File: config.mk
export PLATFORM = sky130hd
export DESIGN_NAME = fifo_rd_stream
export DESIGN_NICKNAME = d
export VERILOG_FILES = /design/src/rtl/fifo_rd_stream.sv
export SDC_FILE = /design/constraint.sdc
export NUM_CORES = 1
export LEC_CHECK = 0
export CAP_MARGIN = 20
export CELL_PAD_IN_SITES_DETAIL_PLACEMENT = 1
export CELL_PAD_IN_SITES_GLOBAL_PLACEMENT = 2
export CORE_MARGIN = 4
export CORE_UTILIZATION = 33
export CTS_CLUSTER_DIAMETER = 80
export DETAILED_ROUTE_END_ITERATION = 10
export PLACE_DENSITY = 0.85
export SYNTH_ARGS = -nofsm -noshare
export SYNTH_HDL_FRONTEND = slang
export SYNTH_SLANG_ARGS = --single-unit
File: constraint.sdc
create_clock -name clk -period 3.2 [get_ports clk]
set_clock_uncertainty 0.15 [all_clocks]
set_input_delay 0.64 -clock clk [delete_from_list [all_inputs] [get_ports clk]]
set_output_delay 0.64 -clock clk [all_outputs]
set_load 0.01 [all_outputs]
File: src/rtl/fifo_rd_stream.sv
// Read-side adapter: turns a FIFO rd_en/empty port with 1-cycle read latency into a
// first-word-fall-through valid/ready stream with frame tagging via out_last.
module fifo_rd_stream #(
  parameter int unsigned DATA_W    = 8,
  parameter int unsigned FRAME_LEN = 16
) (
  input  logic              clk,
  input  logic              rest,
  input  logic              clr,
  input  logic              fifo_empty,
  output logic              fifo_rd_en,
  input  logic [DATA_W-1:0] fifo_rd_data,
  output logic              out_valid,
  input  logic              out_ready,
  output logic [DATA_W-1:0] out_data,
  output logic              out_last
);

  localparam int unsigned BeatW = (FRAME_LEN > 1) ? $clog2(FRAME_LEN) : 1;
  localparam logic [BeatW-1:0] BeatMax = BeatW'(FRAME_LEN - 1);

  logic [1:0]        occ_q, occ_d;
  logic              inflight_q;
  logic [DATA_W-1:0] buf0_q, buf0_d;
  logic [DATA_W-1:0] buf1_q, buf1_d;
  logic [BeatW-1:0]  beat_q, beat_d;
  logic              pop;
  logic [2:0]        credit;

  assign out_valid = (occ_q != 2'd0);
  assign out_data  = buf0_q;
  assign out_last  = out_valid & (beat_q == BeatMax);
  assign pop       = out_valid & out_ready;

  // Words that will sit in the buffer after this cycle, counting the one in flight.
  // occ_q >= 1 whenever pop is set, so this never underflows.
  assign credit     = {1'b0, occ_q} + {2'b00, inflight_q} - {2'b00, pop};
  assign fifo_rd_en = ~rest & ~clr & ~fifo_empty & (credit < 3'd2);

  always_comb begin
    occ_d  = occ_q;
    buf0_d = buf0_q;
    buf1_d = buf1_q;
    beat_d = beat_q;

    if (pop) begin
      beat_d = (beat_q == BeatMax) ? '0 : beat_q + BeatW'(1);
    end

    case ({inflight_q, pop})
      2'b10: begin
        if (occ_q == 2'd0) begin
          buf0_d = fifo_rd_data;
        end else begin
          buf1_d = fifo_rd_data;
        end
        occ_d = occ_q + 2'd1;
      end
      2'b01: begin
        buf0_d = buf1_q;
        occ_d  = occ_q - 2'd1;
      end
      2'b11: begin
        // Head leaves while a new word lands; occupancy is unchanged.
        if (occ_q == 2'd2) begin
          buf0_d = buf1_q;
          buf1_d = fifo_rd_data;
        end else begin
          buf0_d = fifo_rd_data;
        end
      end
      default: ;
    endcase
  end

  always_ff @(posedge clk or posedge rest) begin
    if (rest) begin
      occ_q      <= 2'd0;
      inflight_q <= 1'b0;
      buf0_q     <= '0;
      buf1_q     <= '0;
      beat_q     <= '0;
    end else if (clr) begin
      // Drops buffered words and any word returning from a read issued last cycle.
      occ_q      <= 2'd0;
      inflight_q <= 1'b0;
      beat_q     <= '0;
    end else begin
      occ_q      <= occ_d;
      inflight_q <= fifo_rd_en;
      buf0_q     <= buf0_d;
      buf1_q     <= buf1_d;
      beat_q     <= beat_d;
    end
  end

endmodule

==> flow_summary_export.csv, run 1 <==
group,metric,value,unit
worst_hold_path,hp-class,"flip-flop to flip-flop",
power_and_ir_drop,ir_drop,0.258,mV
floorplan,die_area,5020,µm²
drt,drt-vias-per-instance,5.16,
yosys,post_synth_instance_area,1310,µm²
critical_path,crit_buf_inv,3,
power_and_ir_drop,p_sw_share,33.1,%
drt,firstDrtPassIters,4,
yosys,syn_avg_cell_area,11.0,µm²
place,place.detailed.instances,191,
place,detailed_place_hpwl,2230,µm
power_and_ir_drop,p_int,791,µW
sta,setup_slack_after_layout,0.0811,ns
power_and_ir_drop,clkPwrFrac,15.1,%
clocking,cts_max_path_buffers,2,
power_and_ir_drop,power.density,703,nW/µm²
clocking,tritoncts,"yes",
worst_hold_path,holdPathStages,1,
drt,routed_wirelength,2940,µm
drt,drc,0,
cells_and_area,fin_nets,166,
status,outcome,"finished, final reports clean",
global_route,grt_start_max_net_pins,25,
floorplan,floorplan.initialDensity,34.9,%
floorplan,core_area,3740,µm²
place,place.gp.congestion,0.782,
sta,slew_violations,0,
clocking,cts_inserted_buffers,3,
critical_path,rr_worst_depth,7,
cells_and_area,drive_gt1_share,22.3,%
place,pre_cts_ws,-0.730,ns
yosys,asyncSetResetFlopFracSynth,100,%
yosys,edff_count_synth,0,
drt,vias,1011,
critical_path,ff2ff_setup_slack,1.13,ns
global_route,globalRouteTotalUtil,12.6,%
sta,finalCritPeriodShare,97.5,%
critical_path,path_delay_family,"adder cells",
drt,dr.first_iter.drc_count,37,
clocking,clk_pin_slew,0.08,ns
yosys,synthDistinctLibCells,35,
worst_hold_path,hp-start,"buf1_q[2]",
floorplan,design.portCount,24,
critical_path,cp_cell_sequence,"clkdlybuf4s15_2, o21a_1, inv_2, ha_4, or2b_1, fa_2, and4_1, buf_2",
critical_path,cp_num_cells,8,
floorplan,placementRows,22,
floorplan,chipWidth,70.9,µm
worst_hold_path,min_to,"buf1_q[2]",
critical_path,worstSetupStartpointType,"input port",
yosys,yosysSeqAreaShare,44.1,%
cells_and_area,post-route-util,45.0,%
sta,max_slew.worst_pin.slew,0.575,ns
global_route,gr-total-overflow,0,
power_and_ir_drop,combPwrFrac,44.6,%
power_and_ir_drop,total_leakage_power,0.000703,µW
power_and_ir_drop,seq_power_share,40.3,%
critical_path,critPathRequiredTime,2.41,ns
sta,slew_headroom,61.6,%
clocking,clock_tree.htree_level_count,1,
clocking,cts_root_buffer_type,"sky130_fd_sc_hd__clkbuf_8",
global_route,grt_pass1_vias,1081,
clocking,clock_sink_count,23,
critical_path,crit_path_end_kind,"output pin",
yosys,yosysWarningCount,0,
cells_and_area,antenna_cells_inserted,0,
sta,endpoints_failing_setup,0,
critical_path,cpMaxStageDelayCell,"sky130_fd_sc_hd__fa_2",
flow_run,max_cap_violations,0,
cells_and_area,mostFrequentLayoutCell,"sky130_fd_sc_hd__dfrtp_1",
place,numPortBuffers,23,
critical_path,critical_path_arrival,2.33,ns
clocking,worstSkewPairLatency,0.26,ns
global_route,grt_pass1_wl,5060,µm
critical_path,critPathMaxFanout,2,
critical_path,delay_of_the_slowest_critical_path_stage,0.53,ns
sta,min_period,3.12,ns
yosys,number_of_flip_flops_and_latches_in_the_synthesized_netlist,23,
yosys,synth_area_leader_cell,"sky130_fd_sc_hd__dfrtp_1",
yosys,ys_top_cells_by_area,"sky130_fd_sc_hd__dfrtp_1, sky130_fd_sc_hd__mux2_4, sky130_fd_sc_hd__a211oi_1",
global_route,grt_antenna_before_repair,0,
cells_and_area,mostFrequentLayoutCells,"sky130_fd_sc_hd__dfrtp_1, sky130_fd_sc_hd__clkdlybuf4s50_1, sky130_fd_sc_hd__buf_4, sky130_fd_sc_hd__a31oi_1",
yosys,synth_largest_type_area_fraction,44.1,%
critical_path,r2r_startpoint,"occ_q[1]",
critical_path,criticalPathCategory,"input port to output pin",
cells_and_area,synthToLayoutAreaGrowth,29.0,%
drt,route.detailed.wl_per_inst,15.0,µm
power_and_ir_drop,switching_power,391,µW
sta,max_freq,321,MHz
critical_path,rr_endpoint,"inflight_q",
floorplan,die_height,70.9,µm
yosys,yosys_most_used_dff,"sky130_fd_sc_hd__dfrtp_1",
sta,fin_setup_tns,0,ns
sta,report.final.hold_viol_count,0,
drt,drt.antenna.violating_nets,0,
yosys,post_synth_inst_count,119,
cells_and_area,stdcell_count,196,
yosys,synthesis.nets,136,
sta,hold-worst-slack,0.370,ns
==> layout make-up <==
cell class	instances	area (µm²)
fillers	421	2060
multi-input cells	82	677
flip-flops and latches	23	576
repair buffers	33	302
well taps	48	60.1
clock buffers	3	41.3
inverters	6	22.5
clock inverters	1	5.00
==> through the flow <==
stage	total power (µW)	instance area, µm²
floorplan	786	1310
finish	1180	1680
global placement	982	1610
global route	1270	1680
detailed placement	1000	1610
CTS	1190	1660
==> repair_timing <==
action	CTS	global route
gates resized for setup	8	3
pin swaps	3	3
endpoints found under the setup margin	1	1
hold buffers	0	0
buffers inserted	1	1
==> sequential cells by signal, summed over array words and instances, names as in the netlist <==
name and cells:
beat_q 4, buf1_q 8, inflight_q 1, occ_q 2, out_data 8
==> kinds of logic (layout without fill, tap and decap cells) <==
family          after synthesis  count (layout)  share of synthesized area, %
fa+ha+maj                     4               4                          4.41
mux                          10              10                          10.9
xor+xnor                      3               3                          2.01
flops                        23              23                          44.1
compound gates               33              33                          16.5
simple gates                 32              32                          16.1
buf+inv                      14              43                          5.94
==> per-layer routing <==
metal	up-vias	global-route usage (%)	part of all wire, %	routed length (µm)
met5	-	0	0	0
met4	0	5.22	2.4	70
met3	6	2.13	3.0	87
met2	19	21.3	50	1460
met1	491	15.9	45	1320
li1	495	-	-	-
==> power groups by stage <==
stage               logic, µW  clock network [µW]  registers [µW]
CTS                       525                 186             478
global route              579                 200             493
floorplan                 300                   0             486
finish                    527                 179             477
detailed placement        519                   0             483
global placement          506                   0             476
==> cell usage after synthesis (2+ instances only) <==
| cell type | n |
|---|---|
| sky130_fd_sc_hd__nand2_1 | 6 |
| sky130_fd_sc_hd__nor2b_1 | 2 |
| sky130_fd_sc_hd__o21ai_0 | 8 |
| sky130_fd_sc_hd__a21oi_1 | 3 |
| sky130_fd_sc_hd__mux2_4 | 8 |
| sky130_fd_sc_hd__xnor2_1 | 2 |
| sky130_fd_sc_hd__nand3_1 | 2 |
| sky130_fd_sc_hd__nand3b_1 | 8 |
| sky130_fd_sc_hd__inv_1 | 5 |
| sky130_fd_sc_hd__and4_1 | 2 |
| sky130_fd_sc_hd__buf_2 | 2 |
| sky130_fd_sc_hd__clkbuf_1 | 3 |
| sky130_fd_sc_hd__buf_6 | 3 |
| sky130_fd_sc_hd__ha_1 | 3 |
| sky130_fd_sc_hd__a211oi_1 | 8 |
| sky130_fd_sc_hd__a31oi_1 | 9 |
| sky130_fd_sc_hd__nor2_1 | 5 |
| sky130_fd_sc_hd__dfrtp_1 | 23 |
==> worst max-delay path by stage <==
stage / start / end / slack (ns)
after floorplan: out_ready / fifo_rd_en / 0.17
after global placement: out_ready / fifo_rd_en / -0.66
after detailed placement: out_ready / fifo_rd_en / -0.73
after CTS: out_ready / fifo_rd_en / 0.005
after global routing: out_ready / fifo_rd_en / -0.007
final: out_ready / fifo_rd_en / 0.08
==> worst reg2reg max path, stage by stage (launching register included) <==
cell                      delay (ns)
sky130_fd_sc_hd__dfrtp_1        0.39
sky130_fd_sc_hd__o21a_1         0.22
sky130_fd_sc_hd__inv_2          0.09
sky130_fd_sc_hd__ha_4           0.19
sky130_fd_sc_hd__or2b_1         0.24
sky130_fd_sc_hd__fa_2           0.36
sky130_fd_sc_hd__xnor2_2        0.14
sky130_fd_sc_hd__and4_1         0.20
(Power assumes the default switching activity.)
==> run 2, diff against run 1 <==
- SETUP_SLACK_MARGIN: default -> 0.5
==> flow_summary_export.csv, run 2 (same netlist as run 1, synthesis figures left out) <==
group,metric,value,unit
sta,report.final.hold_viol_count,0,
clocking,tritoncts,"yes",
drt,vias,1026,
cells_and_area,synthToLayoutAreaGrowth,29.9,%
critical_path,criticalPathCategory,"flip-flop to output pin",
sta,min_period,2.99,ns
cells_and_area,drive_gt1_share,22.1,%
global_route,grt_pass1_vias,1056,
clocking,cts_max_path_buffers,2,
global_route,grt_pass1_wl,5370,µm
critical_path,crit_path_end_kind,"output pin",
critical_path,critPathMaxFanout,2,
clocking,clock_sink_count,23,
flow_run,max_cap_violations,0,
sta,max_freq,334,MHz
critical_path,critPathRequiredTime,2.41,ns
power_and_ir_drop,total_leakage_power,0.000708,µW
drt,drt.antenna.violating_nets,0,
global_route,globalRouteTotalUtil,13.4,%
place,numPortBuffers,23,
power_and_ir_drop,ir_drop,0.217,mV
sta,finalCritPeriodShare,93.5,%
cells_and_area,multiInputGateArea,677,µm²
critical_path,rr_worst_depth,7,
drt,firstDrtPassIters,4,
clocking,clk_pin_slew,0.08,ns
floorplan,die_height,70.9,µm
floorplan,floorplan.initialDensity,34.9,%
clocking,cts-hold-fix-buffers,0,
cells_and_area,post-route-util,45.3,%
critical_path,cp_num_cells,7,
status,outcome,"finished, final reports clean",
global_route,grt_antenna_before_repair,0,
critical_path,worstSetupStartpointType,"flip-flop",
cells_and_area,seq_area,576,µm²
critical_path,crit_buf_inv,2,
clocking,clock_tree.htree_level_count,1,
clocking,cts_root_buffer_type,"sky130_fd_sc_hd__clkbuf_8",
sta,fin_setup_tns,0,ns
sta,slew_headroom,63.3,%
cells_and_area,mostFrequentLayoutCell,"sky130_fd_sc_hd__dfrtp_1",
drt,route.detailed.wl_per_inst,15.9,µm
critical_path,delay_of_the_slowest_critical_path_stage,0.53,ns
floorplan,die_area,5020,µm²
power_and_ir_drop,power.density,706,nW/µm²
drt,routed_wirelength,3130,µm
critical_path,cp_cell_sequence,"o21a_1, inv_2, ha_4, or2b_1, fa_2, and4_4, buf_6",
sta,slew_violations,0,
sta,max_slew.worst_pin.slew,0.550,ns
drt,drc,0,
worst_hold_path,hp-class,"flip-flop to flip-flop",
floorplan,placementRows,22,
clocking,worstSkewPairLatency,0.26,ns
critical_path,path_delay_family,"adder cells",
cells_and_area,fillerInstances,437,
sta,endpoints_failing_setup,0,
floorplan,core_area,3740,µm²
critical_path,cpMaxStageDelayCell,"sky130_fd_sc_hd__fa_2",
cells_and_area,fin_nets,167,
sta,rsz0062_at_grt,"true",
critical_path,critical_path_arrival,2.20,ns
cells_and_area,antenna_cells_inserted,0,
floorplan,design.portCount,24,
worst_hold_path,holdPathStages,1,
clocking,cts_inserted_buffers,3,
drt,drt-vias-per-instance,5.21,
drt,dr.first_iter.drc_count,57,
place,place.gp.congestion,0.725,
floorplan,chipWidth,70.9,µm
cells_and_area,mostFrequentLayoutCells,"sky130_fd_sc_hd__dfrtp_1, sky130_fd_sc_hd__clkdlybuf4s50_1, sky130_fd_sc_hd__buf_4, sky130_fd_sc_hd__a31oi_1",
global_route,grt_start_max_net_pins,25,
place,detailed_place_hpwl,2320,µm
global_route,gr-total-overflow,0,
## run 2: cell types whose count changed in the layout (fill, tap and decap cells not counted)
cell,delta
sky130_fd_sc_hd__clkbuf_1,+1
sky130_fd_sc_hd__buf_4,+1
sky130_fd_sc_hd__and4_1,-1
sky130_fd_sc_hd__nand2_2,-1
sky130_fd_sc_hd__clkinv_2,-1
sky130_fd_sc_hd__clkdlybuf4s15_2,-1
sky130_fd_sc_hd__and4_4,+1
sky130_fd_sc_hd__nand2_1,+1
sky130_fd_sc_hd__buf_2,-1
sky130_fd_sc_hd__buf_6,+2
## run 2: metrics by stage
| step | cell area [µm²] | hold slack (ns) | power (µW) | std cells | setup slack (ns) |
|---|---|---|---|---|---|
| 3_3_place_gp | 1630 | 0.342 | 988 | 191 | -0.644 |
| 6_report | 1700 | 0.373 | 1200 | 197 | 0.209 |
| 3_5_place_dp | 1630 | 0.352 | 1010 | 191 | -0.678 |
| 5_1_grt | 1700 | 0.388 | 1280 | 197 | 0.147 |
| 4_1_cts | 1690 | 0.374 | 1210 | 196 | 0.197 |
| 2_1_floorplan | 1330 | 0.332 | 797 | 119 | 0.250 |
## run 2: worst paths after layout
path	slack [ns]	startpoint	endpoint
hold / removal	0.37	buf1_q[1]	buf1_q[1]
setup reg to reg	1.16	occ_q[1]	inflight_q
setup / recovery	0.21	occ_q[1]	fifo_rd_en
min in group asynchronous	0.61	rest	inflight_q
max in group asynchronous	2.05	rest	occ_q[0]
hold reg to reg	0.37	buf1_q[1]	buf1_q[1]
## run 2: metal layers
layer / GRT usage (%) / part of all wire (%) / up-vias
li1: - / - / 491
met1: 17.4 / 45 / 513
met2: 22.5 / 50 / 18
met3: 2.98 / 4.4 / 4
met4: 3.76 / 1.1 / 0
met5: 0 / 0 / -
## run 2: what timing repair did
item                       4_1_cts  5_1_grt
gates resized for setup         11        0
buffers inserted                 1        1
pin swaps                        4        1
setup endpoints to repair        1        1
hold endpoints to repair         0        0
## run 2: layout make-up
| class | count | share of cell area [%] |
|---|---|---|
| multi-input cells | 82 | 39.9 |
| flip-flops and latches | 23 | 33.9 |
| repair buffers | 34 | 18.6 |
| well taps | 48 | 3.54 |
| clock buffers | 4 | 2.66 |
| inverters | 6 | 1.33 |
## run 2: power breakdown
group	switching, µW	total (µW)	leakage, µW	internal (µW)
combinational	231	537	0.000404	306
clock	95.8	185	0.0000228	88.9
sequential	71.0	474	0.000282	403
